$ cat config.mk
export PLATFORM = sky130hd
export DESIGN_NAME = hv_assoc_search_flat
export DESIGN_NICKNAME = d
export VERILOG_FILES = /design/src/rtl/hv_assoc_search_if.sv /design/src/rtl/hv_assoc_search.sv /design/src/flat_wrapper.sv
export SDC_FILE = /design/constraint.sdc
export NUM_CORES = 2
export LEC_CHECK = 0
export BUFFER_PORTS_ARGS = -buffer_cell sky130_fd_sc_hd__buf_4
export CORE_AREA = 4 4 414 416
export CTS_CLUSTER_DIAMETER = 100
export CTS_CLUSTER_SIZE = 25
export DETAILED_ROUTE_END_ITERATION = 10
export DIE_AREA = 0 0 418 420
export PLACE_DENSITY = 0.48
export SYNTH_ARGS = -nofsm -noshare
export SYNTH_HDL_FRONTEND = slang
export SYNTH_SLANG_ARGS = --single-unit
$ cat constraint.sdc
create_clock -name clk_i -period 26 [get_ports clk_i]
set_input_delay 5.2 -clock clk_i [delete_from_list [all_inputs] [get_ports clk_i]]
set_output_delay 5.2 -clock clk_i [all_outputs]
set_load 0.005 [all_outputs]
$ cat src/rtl/hv_assoc_search_if.sv
// Port bundle for the HDC associative-memory search unit: start request,
// associative-memory read port and result handshake.
interface hv_assoc_search_if #(
    parameter int HVDimension = 512,
    parameter int NumClass    = 16
) ();
    localparam int ClassAddrWidth = $clog2(NumClass);
    localparam int NumClassWidth  = $clog2(NumClass + 1);
    localparam int DistWidth      = $clog2(HVDimension + 1);

    logic [HVDimension-1:0]    qhv_i;
    logic [NumClassWidth-1:0]  num_class_i;
    logic                      start_valid_i;
    logic                      start_ready_o;
    logic                      clr_i;
    logic                      am_rd_en_o;
    logic [ClassAddrWidth-1:0] am_rd_addr_o;
    logic [HVDimension-1:0]    am_rd_data_i;
    logic [ClassAddrWidth-1:0] predict_o;
    logic [DistWidth-1:0]      distance_o;
    logic                      predict_valid_o;
    logic                      predict_ready_i;

    modport slave (
        input  qhv_i, num_class_i, start_valid_i, clr_i, am_rd_data_i, predict_ready_i,
        output start_ready_o, am_rd_en_o, am_rd_addr_o, predict_o, distance_o, predict_valid_o
    );

    modport master (
        output qhv_i, num_class_i, start_valid_i, clr_i, am_rd_data_i, predict_ready_i,
        input  start_ready_o, am_rd_en_o, am_rd_addr_o, predict_o, distance_o, predict_valid_o
    );
endinterface

$ cat src/rtl/hv_assoc_search.sv
// Associative-memory search: streams class hypervectors one per cycle and
// reports the index and Hamming distance of the class closest to the query.
module hv_assoc_search #(
    parameter  int HVDimension    = 512,
    parameter  int NumClass       = 16,
    localparam int ClassAddrWidth = $clog2(NumClass),
    localparam int NumClassWidth  = $clog2(NumClass + 1),
    localparam int DistWidth      = $clog2(HVDimension + 1)
) (
    input  logic              clk_i,
    input  logic              rst_i,
    hv_assoc_search_if.slave  bus
);
    typedef enum logic [1:0] {
        IDLE  = 2'd0,
        FETCH = 2'd1,
        DRAIN = 2'd2,
        DONE  = 2'd3
    } state_e;

    state_e                    state_r, state_s;
    logic [HVDimension-1:0]    query_r;
    logic [NumClassWidth-1:0]  num_eff_r, num_eff_s;
    logic [ClassAddrWidth-1:0] fetch_cnt_r, cmp_idx_r, best_idx_r;
    logic [DistWidth-1:0]      best_dist_r, dist_s;
    logic                      cmp_pend_r, cmp_first_r;
    logic                      start_ready_r, am_rd_en_r, predict_valid_r;
    logic                      start_fire_s, last_fetch_s, best_upd_s;

    function automatic logic [DistWidth-1:0] popcount(input logic [HVDimension-1:0] v);
        logic [DistWidth-1:0] c;
        c = {DistWidth{1'b0}};
        for (int i = 0; i < HVDimension; i++) begin
            c = c + DistWidth'(v[i]);
        end
        return c;
    endfunction

    // Effective class count: zero or oversized requests search the full memory.
    always_comb begin
        if ((bus.num_class_i == {NumClassWidth{1'b0}}) ||
            (bus.num_class_i > NumClassWidth'(NumClass))) begin
            num_eff_s = NumClassWidth'(NumClass);
        end else begin
            num_eff_s = bus.num_class_i;
        end
    end

    assign start_fire_s = (state_r == IDLE) && bus.start_valid_i && !bus.clr_i;
    assign last_fetch_s = (NumClassWidth'(fetch_cnt_r) + NumClassWidth'(1)) == num_eff_r;
    assign dist_s       = popcount(query_r ^ bus.am_rd_data_i);

    // Next-state logic; clr_i overrides every other request.
    always_comb begin
        state_s = state_r;
        if (bus.clr_i) begin
            state_s = IDLE;
        end else begin
            case (state_r)
                IDLE:    state_s = bus.start_valid_i ? FETCH : IDLE;
                FETCH:   state_s = last_fetch_s ? DRAIN : FETCH;
                DRAIN:   state_s = DONE;
                DONE:    state_s = bus.predict_ready_i ? IDLE : DONE;
                default: state_s = IDLE;
            endcase
        end
    end

    // Strict less-than keeps the lower index on a tie.
    always_comb begin
        if (cmp_pend_r && (cmp_first_r || (dist_s < best_dist_r))) begin
            best_upd_s = 1'b1;
        end else begin
            best_upd_s = 1'b0;
        end
    end

    // State, fetch counter, query latch and state-decoded output registers.
    always_ff @(posedge clk_i or posedge rst_i) begin
        if (rst_i) begin
            state_r         <= IDLE;
            start_ready_r   <= 1'b1;
            am_rd_en_r      <= 1'b0;
            predict_valid_r <= 1'b0;
            fetch_cnt_r     <= {ClassAddrWidth{1'b0}};
            num_eff_r       <= {NumClassWidth{1'b0}};
            query_r         <= {HVDimension{1'b0}};
        end else begin
            state_r         <= state_s;
            start_ready_r   <= (state_s == IDLE);
            am_rd_en_r      <= (state_s == FETCH);
            predict_valid_r <= (state_s == DONE);
            if (bus.clr_i) begin
                fetch_cnt_r <= {ClassAddrWidth{1'b0}};
            end else if (start_fire_s) begin
                fetch_cnt_r <= {ClassAddrWidth{1'b0}};
                num_eff_r   <= num_eff_s;
                query_r     <= bus.qhv_i;
            end else if ((state_r == FETCH) && !last_fetch_s) begin
                fetch_cnt_r <= fetch_cnt_r + ClassAddrWidth'(1);
            end
        end
    end

    // Compare stage: tracks the read issued last cycle and the running best.
    always_ff @(posedge clk_i or posedge rst_i) begin
        if (rst_i) begin
            cmp_pend_r  <= 1'b0;
            cmp_first_r <= 1'b0;
            cmp_idx_r   <= {ClassAddrWidth{1'b0}};
            best_idx_r  <= {ClassAddrWidth{1'b0}};
            best_dist_r <= {DistWidth{1'b0}};
        end else begin
            cmp_pend_r <= bus.clr_i ? 1'b0 : am_rd_en_r;
            cmp_idx_r  <= fetch_cnt_r;
            if (start_fire_s) begin
                cmp_first_r <= 1'b1;
            end else if (cmp_pend_r) begin
                cmp_first_r <= 1'b0;
            end
            if (best_upd_s) begin
                best_dist_r <= dist_s;
                best_idx_r  <= cmp_idx_r;
            end
        end
    end

    assign bus.start_ready_o   = start_ready_r;
    assign bus.am_rd_en_o      = am_rd_en_r;
    assign bus.am_rd_addr_o    = fetch_cnt_r;
    assign bus.predict_valid_o = predict_valid_r;
    assign bus.predict_o       = best_idx_r;
    assign bus.distance_o      = best_dist_r;
endmodule
$ cat src/flat_wrapper.sv
// flat-port wrapper written by rule: the top's interface ports become plain ports
module hv_assoc_search_flat 
#(
    parameter  int HVDimension    = 512,
    parameter  int NumClass       = 16,
    localparam int ClassAddrWidth = $clog2(NumClass),
    localparam int NumClassWidth  = $clog2(NumClass + 1),
    localparam int DistWidth      = $clog2(HVDimension + 1)
)
  (clk_i, rst_i, bus_qhv_i, bus_num_class_i, bus_start_valid_i, bus_clr_i, bus_am_rd_data_i, bus_predict_ready_i, bus_start_ready_o, bus_am_rd_en_o, bus_am_rd_addr_o, bus_predict_o, bus_distance_o, bus_predict_valid_o);
  hv_assoc_search_if #(.HVDimension(HVDimension), .NumClass(NumClass)) bus_i ();
  input  logic clk_i;
  input  logic rst_i;
  input wire logic [$bits(bus_i.qhv_i)-1:0] bus_qhv_i;
  input wire logic [$bits(bus_i.num_class_i)-1:0] bus_num_class_i;
  input wire logic [$bits(bus_i.start_valid_i)-1:0] bus_start_valid_i;
  input wire logic [$bits(bus_i.clr_i)-1:0] bus_clr_i;
  input wire logic [$bits(bus_i.am_rd_data_i)-1:0] bus_am_rd_data_i;
  input wire logic [$bits(bus_i.predict_ready_i)-1:0] bus_predict_ready_i;
  output wire logic [$bits(bus_i.start_ready_o)-1:0] bus_start_ready_o;
  output wire logic [$bits(bus_i.am_rd_en_o)-1:0] bus_am_rd_en_o;
  output wire logic [$bits(bus_i.am_rd_addr_o)-1:0] bus_am_rd_addr_o;
  output wire logic [$bits(bus_i.predict_o)-1:0] bus_predict_o;
  output wire logic [$bits(bus_i.distance_o)-1:0] bus_distance_o;
  output wire logic [$bits(bus_i.predict_valid_o)-1:0] bus_predict_valid_o;
  assign bus_i.qhv_i = bus_qhv_i;
  assign bus_i.num_class_i = bus_num_class_i;
  assign bus_i.start_valid_i = bus_start_valid_i;
  assign bus_i.clr_i = bus_clr_i;
  assign bus_i.am_rd_data_i = bus_am_rd_data_i;
  assign bus_i.predict_ready_i = bus_predict_ready_i;
  assign bus_start_ready_o = bus_i.start_ready_o;
  assign bus_am_rd_en_o = bus_i.am_rd_en_o;
  assign bus_am_rd_addr_o = bus_i.am_rd_addr_o;
  assign bus_predict_o = bus_i.predict_o;
  assign bus_distance_o = bus_i.distance_o;
  assign bus_predict_valid_o = bus_i.predict_valid_o;
  hv_assoc_search #(.HVDimension(HVDimension), .NumClass(NumClass)) u_core (.clk_i(clk_i), .rst_i(rst_i), .bus(bus_i));
endmodule
### Word-level counts from Yosys, hierarchy flattened

Index checks and enable logic that the tools add are counted.

| operators by class | value |
|---|---|
| add/subtract/negate cells | 513 |
| multipliers | 0 |
| divide/modulo/power cells | 0 |
| magnitude comparators | 2 |
| equal/unequal tests | 6 |
| shift operators | 0 |
| multiplexer cells | 13 |
| bitwise logic cells | 2 |
| reduce and logical (&&, ||, !) cells | 14 |

Operators by type and width:

| cell | count |
|---|---|
| $add A10 B1 Y10 | 510 |
| $xor A512 B512 Y512 | 1 |
| $mux W4 | 3 |
| $lt A10 B10 Y1 | 1 |
| $pmux W2 S4 | 1 |
| $eq A2 B2 Y1 const B | 3 |
| $mux W2 | 3 |
| $add A4 B1 Y5 const B | 1 |
| $eq A5 B5 Y1 | 1 |
| $gt A5 B5 Y1 const B | 1 |
| $logic_not A5 Y1 | 1 |
| $mux W1 | 5 |
| $mux W5 | 1 |
| $add A4 B1 Y4 const B | 1 |
| $eq A2 B1 Y1 const B | 2 |
| $logic_and A1 B1 Y1 | 4 |
| $logic_not A2 Y1 | 2 |
| $reduce_bool A3 Y1 | 1 |
| $add A1 B1 Y2 | 1 |
| $logic_not A1 Y1 | 2 |
| $logic_or A1 B1 Y1 | 2 |
| $reduce_and A2 Y1 | 1 |
| $reduce_bool A2 Y1 | 1 |
| $not A1 Y1 | 1 |

| storage, ports and cells | value |
|---|---|
| flip-flop bits (word level) | 546 |
| bits in latches | 0 |
| RAM bits | 0 |
| memory bits (read-only) | 0 |
| input port bits | 1034 |
| output and inout port bits | 21 |
| word-level logic and storage cells | 562 |
| memories | 0 |

### Logic depth before layout (Yosys ltp)

| depth | value |
|---|---|
| word-level depth | 516 |
| gate-level depth with buffers | 38 |
| mapped depth without buffers | 37 |

### Least setup slack after synthesis

OpenSTA, ideal clock, no wires.

| path | value |
|---|---|
| path kind | input to register |
| start point | in bus_am_rd_data_i[352] |
| end point | reg u_core.best_dist_r[0], in the netlist u_core.bus.distance_o[0] |
| library setup time | 125 ps |
| arrival | 14737 ps |
| data required time | 25875 ps |
| setup slack | 11137 ps |
| cell stages on the path | 35 |
| buffers on the path | 1 |
| cell sequence | xor2_1 > fa_1 > inv_1 > fa_1 > inv_1 > fa_1 > inv_1 > fa_1 > fa_1 > inv_1 > fa_1 > inv_1 > fa_1 > fa_1 > inv_1 > fa_1 > fa_1 > fa_1 > inv_1 > fa_1 > inv_1 > fa_1 > fa_1 > inv_1 > fa_1 > nor2b_1 > o211ai_1 > a32oi_1 > xnor2_1 > ha_1 > o21a_1 > o21ai_0 > a2bb2oi_2 > buf_6 > mux2_4 |

| on the way | value |
|---|---|
| word-level cells in the longest chain between the ends | 165 |

RTL lines:

| element | line | RTL |
|---|---|---|
| from (decl) | flat_wrapper.sv:18 | `input wire logic [$bits(bus_i.am_rd_data_i)-1:0] bus_am_rd_data_i;` |
| $xor A512 B512 Y512 | hv_assoc_search.sv:51 | `assign dist_s = popcount(query_r ^ bus.am_rd_data_i);` |
| $add A10 B1 Y10 (160 in a row) | hv_assoc_search.sv:34 | `c = c + DistWidth'(v[i]);` |
| net u_core.dist_s[8] | hv_assoc_search.sv:25 | `logic [DistWidth-1:0] best_dist_r, dist_s;` |
| $lt A10 B10 Y1 | hv_assoc_search.sv:71 | `if (cmp_pend_r && (cmp_first_r \|\| (dist_s < best_dist_r))) begin` |
| $logic_or A1 B1 Y1 | hv_assoc_search.sv:71 |  |
| $logic_and A1 B1 Y1 | hv_assoc_search.sv:71 |  |
| $mux W1 | hv_assoc_search.sv:71 |  |
| to (signal assigned) | hv_assoc_search.sv:112 | `best_dist_r <= {DistWidth{1'b0}};` |
| to (signal assigned) | hv_assoc_search.sv:122 | `best_dist_r <= dist_s;` |
| to (decl) | hv_assoc_search.sv:25 |  |

The timed path passes the listed nets, and every way through them passes these cells.
A chain may end at the register's enable or synchronous reset.

### Worst setup path after layout

| path | value |
|---|---|
| start point | in bus_am_rd_data_i[428] |
| end point | reg u_core.best_dist_r[7], in the netlist u_core.bus.distance_o[7] |

| on the way | value |
|---|---|
| word-level cells in the longest chain between the ends | 89 |

RTL lines:

| element | line |
|---|---|
| $xor A512 B512 Y512 | hv_assoc_search.sv:51 |
| $add A10 B1 Y10 (84 in a row) | hv_assoc_search.sv:34 |
| net u_core.dist_s[4] | hv_assoc_search.sv:25 |
| $lt A10 B10 Y1 | hv_assoc_search.sv:71 |
| $logic_or A1 B1 Y1 | hv_assoc_search.sv:71 |
| $logic_and A1 B1 Y1 | hv_assoc_search.sv:71 |
| $mux W1 | hv_assoc_search.sv:71 |

The timed path passes the listed nets, and every way through them passes these cells.

==> impl_results.md <==
- Run status: complete, no violations
- Hold EP: u_core.bus.predict_o[0]
- Min-delay src: u_core.cmp_idx_r[0]
- Seq/Total Area, Yosys: 0.341
- Sink Count: 546
- Setup Skew: 0.0500 ns
- DR vias: 23600
- Hold-fix buffers at CTS: 0
- Residual DRC: 0
- Top_reg_cell synth: dfrtp_1
- Hold Vio Cnt, Final: 0
- Slew margin rel.: 0.242
- R2r startpoint: u_core.query_r[428]
- P&R area growth vs syn: 29.0%
- Slew @ Worst Pin: 1.14 ns
- Yosys top cell area share: 0.341
- Max cap viols: 0
- Setup slack, reg-to-reg: 14.71 ns
- Hpwl dp: 122 mm
- Total track usage: 0.158
- Post-CTS resize count: 0
- Area leader, netlist: dfrtp_1
- Initial antenna violation count: 32
- CORE AREA: 167000 um2
- GR Overflow Total: 0
- RSZ-0062 raised after global routing: no
- Max Freq: 64.2 MHz
- Synth Cell Area: 40000 um2
- Fillers: 17000
- Cell Rows: 150
- Arr. time, crit path: 16.06 ns
- WL/cell: 23.1 um
- Ranking of synthesized cells by area: dfrtp_1 34%, fa_1 25%, mux2_4 18%
- Final hold slack: 0.488 ns
- IO Count: 1055
- IO Port Bufs: 1054
- CTS buffer count: 38
- Most frequent cell after synthesis: dfrtp_1
- Starting Density: 0.239
- Crit Path Max Fanout: 14
- Worst-path clk slew: 0.11 ns
- Min-Delay Path Class: reg -> reg
- Clk buf depth: 3
- Syn Nets: 4466
- Critical Path RT: 26.48 ns
- Commonest cells in the netlist: 545 x dfrtp_1, 535 x inv_1, 495 x fa_1, 468 x mux2_4, 286 x xor2_1
- Setup TNS: 0 ns
- Tmin final: 15.58 ns
- Routability cong.: 0.836
- FF+latch count, synth: 546
- Syn_area_per_cell: 14.0 um2
- Die Ht: 420 um
- Clock Latency Late Sink: 0.64 ns
- Crit-path slowest cell: a2bb2oi_2
- Final setup viols: 0
- Clock Tree Root: clkbuf_16
- Fin crit share: 0.599
- Post-CTS setup buffers: 0
- Crit Path Class: in -> reg
- Asr flop ratio synth: 1.00
- Worst Setup Start Kind: primary input
- CP peak stage delay: 0.82 ns
- Distinct cells, synth: 50
- Final nets: 5514
- Crit-path most repeated cell: fa_1
- Synth warn: 0
- CP Launch Point: bus_am_rd_data_i[428]
- Die area: 176000 um2
- Antenna Nets Post-Route: 0
- CP Capture Type: flip-flop
- Pre-antenna DRT Iters: 7
- Min-Delay Path Depth: 1
- Largest net degree at the start of global routing: 124
- Final WL: 142 mm
- Global-route wire length before repair: 199 mm
- Vias per cell: 3.83
- CTS tree: built
- Share of cells above drive strength 1: 0.423
- Post-synth EDFFs: 0
- Die Wd: 418 um
- Mapped Cells: 2862
- Iter 0 DRT Violations: 1033
- R2R depth: 35
- Vias in the first global route: 27400
- R2r endpoint: u_core.bus.distance_o[7]
- Slew Limit Fails: 0
- Htree depth: 2
==> kinds of logic (layout without fill, tap and decap cells) <==
logic type                 Yosys count  after routing  share of synthesized area
xor gates and xnor gates           521            521                      0.114
muxes                              527            527                      0.192
other                                0             23                          0
adders and majority gates          570            570                      0.271
DFF                                546            546                      0.341
and+or+nand+nor                     55             55                    0.00731
buffers and inverters              596           1673                     0.0666
AOI/OAI and AO/OA                   47             47                    0.00791
==> metrics by stage <==
stage / area (um2) / util / instances / setup WS (ns)
2_1_floorplan: 40000 / - / 2862 / 5.54
3_3_place_gp: 50200 / 0.300 / 6074 / 9.77
3_5_place_dp: 50200 / 0.300 / 6074 / 9.69
4_1_cts: 51600 / 0.309 / 6143 / 10.36
5_1_grt: 51700 / 0.309 / 6164 / 9.98
6_report: 51700 / 0.309 / 6166 / 10.42
==> layout by cell type, fill, tap and decap left out, drive strengths merged, types with 3 or more instances in the layout <==
cell type  count
mux2         525
o21ai         14
or4            3
clkbuf        42
o21a           3
nand2b         6
buf         1069
a21oi          9
clkinv        11
xor2         286
nor2b          7
inv          547
fa           495
clkinvlp       3
nor2          11
ha            75
xnor2        235
dfrtp        545
nand2         13
nand3          5
diode         23
o31ai          3
==> layout make-up <==
class,count,area [um2],share of cell area
clock buffers,42,997,0.0193
multi-input cells,1720,23700,0.459
repair buffers,1069,8080,0.156
well taps,2204,2760,0.0534
flip-flops and latches,546,13700,0.265
clock inverters,27,382,0.00739
inverters,535,2020,0.0390
diodes,23,57.6,0.00111
==> routing by layer <==
layer	global-route usage	vias up	wire length, um
met5	0	-	61
met4	0.0353	8	2470
met3	0.0351	111	7220
met2	0.287	562	75400
met1	0.192	12100	57000
li1	-	10900	-
==> worst max path at each step <==
stage                                       to  slack [ns]  cells past startpoint
floorplan           u_core.bus.am_rd_addr_o[0]        5.54                      1
global placement       u_core.bus.predict_o[3]        9.77                     37
global route          u_core.bus.distance_o[7]        9.98                     38
detailed placement     u_core.bus.predict_o[3]        9.69                     36
CTS                   u_core.bus.distance_o[7]       10.36                     36
finish                u_core.bus.distance_o[7]       10.42                     36
==> flip-flops by register name (all words and copies together) (netlist names) <==
register	cells
u_core.state_r	2
u_core.bus.start_ready_o	1
u_core.query_r	512
u_core.cmp_idx_r	4
u_core.cmp_first_r	1
u_core.bus.predict_valid_o	1
u_core.bus.distance_o	10
u_core.cmp_pend_r	1
u_core.bus.predict_o	4
u_core.num_eff_r	5
u_core.bus.am_rd_addr_o	4
u_core.bus.am_rd_en_o	1
==> worst max-delay path, delay by kind of cell <==
family	cells	cell delay [ns]
XOR/XNOR	2	0.48
adder cells (fa/ha/maj)	16	7.69
AND/OR/NAND/NOR	2	0.23
AO/OA/AOI/OAI	5	1.37
buffers and inverters	10	0.62
multiplexers	1	0.42
Power is not shown: default switching activity piles up to over one toggle a cycle in this logic, so the estimate is an artifact.
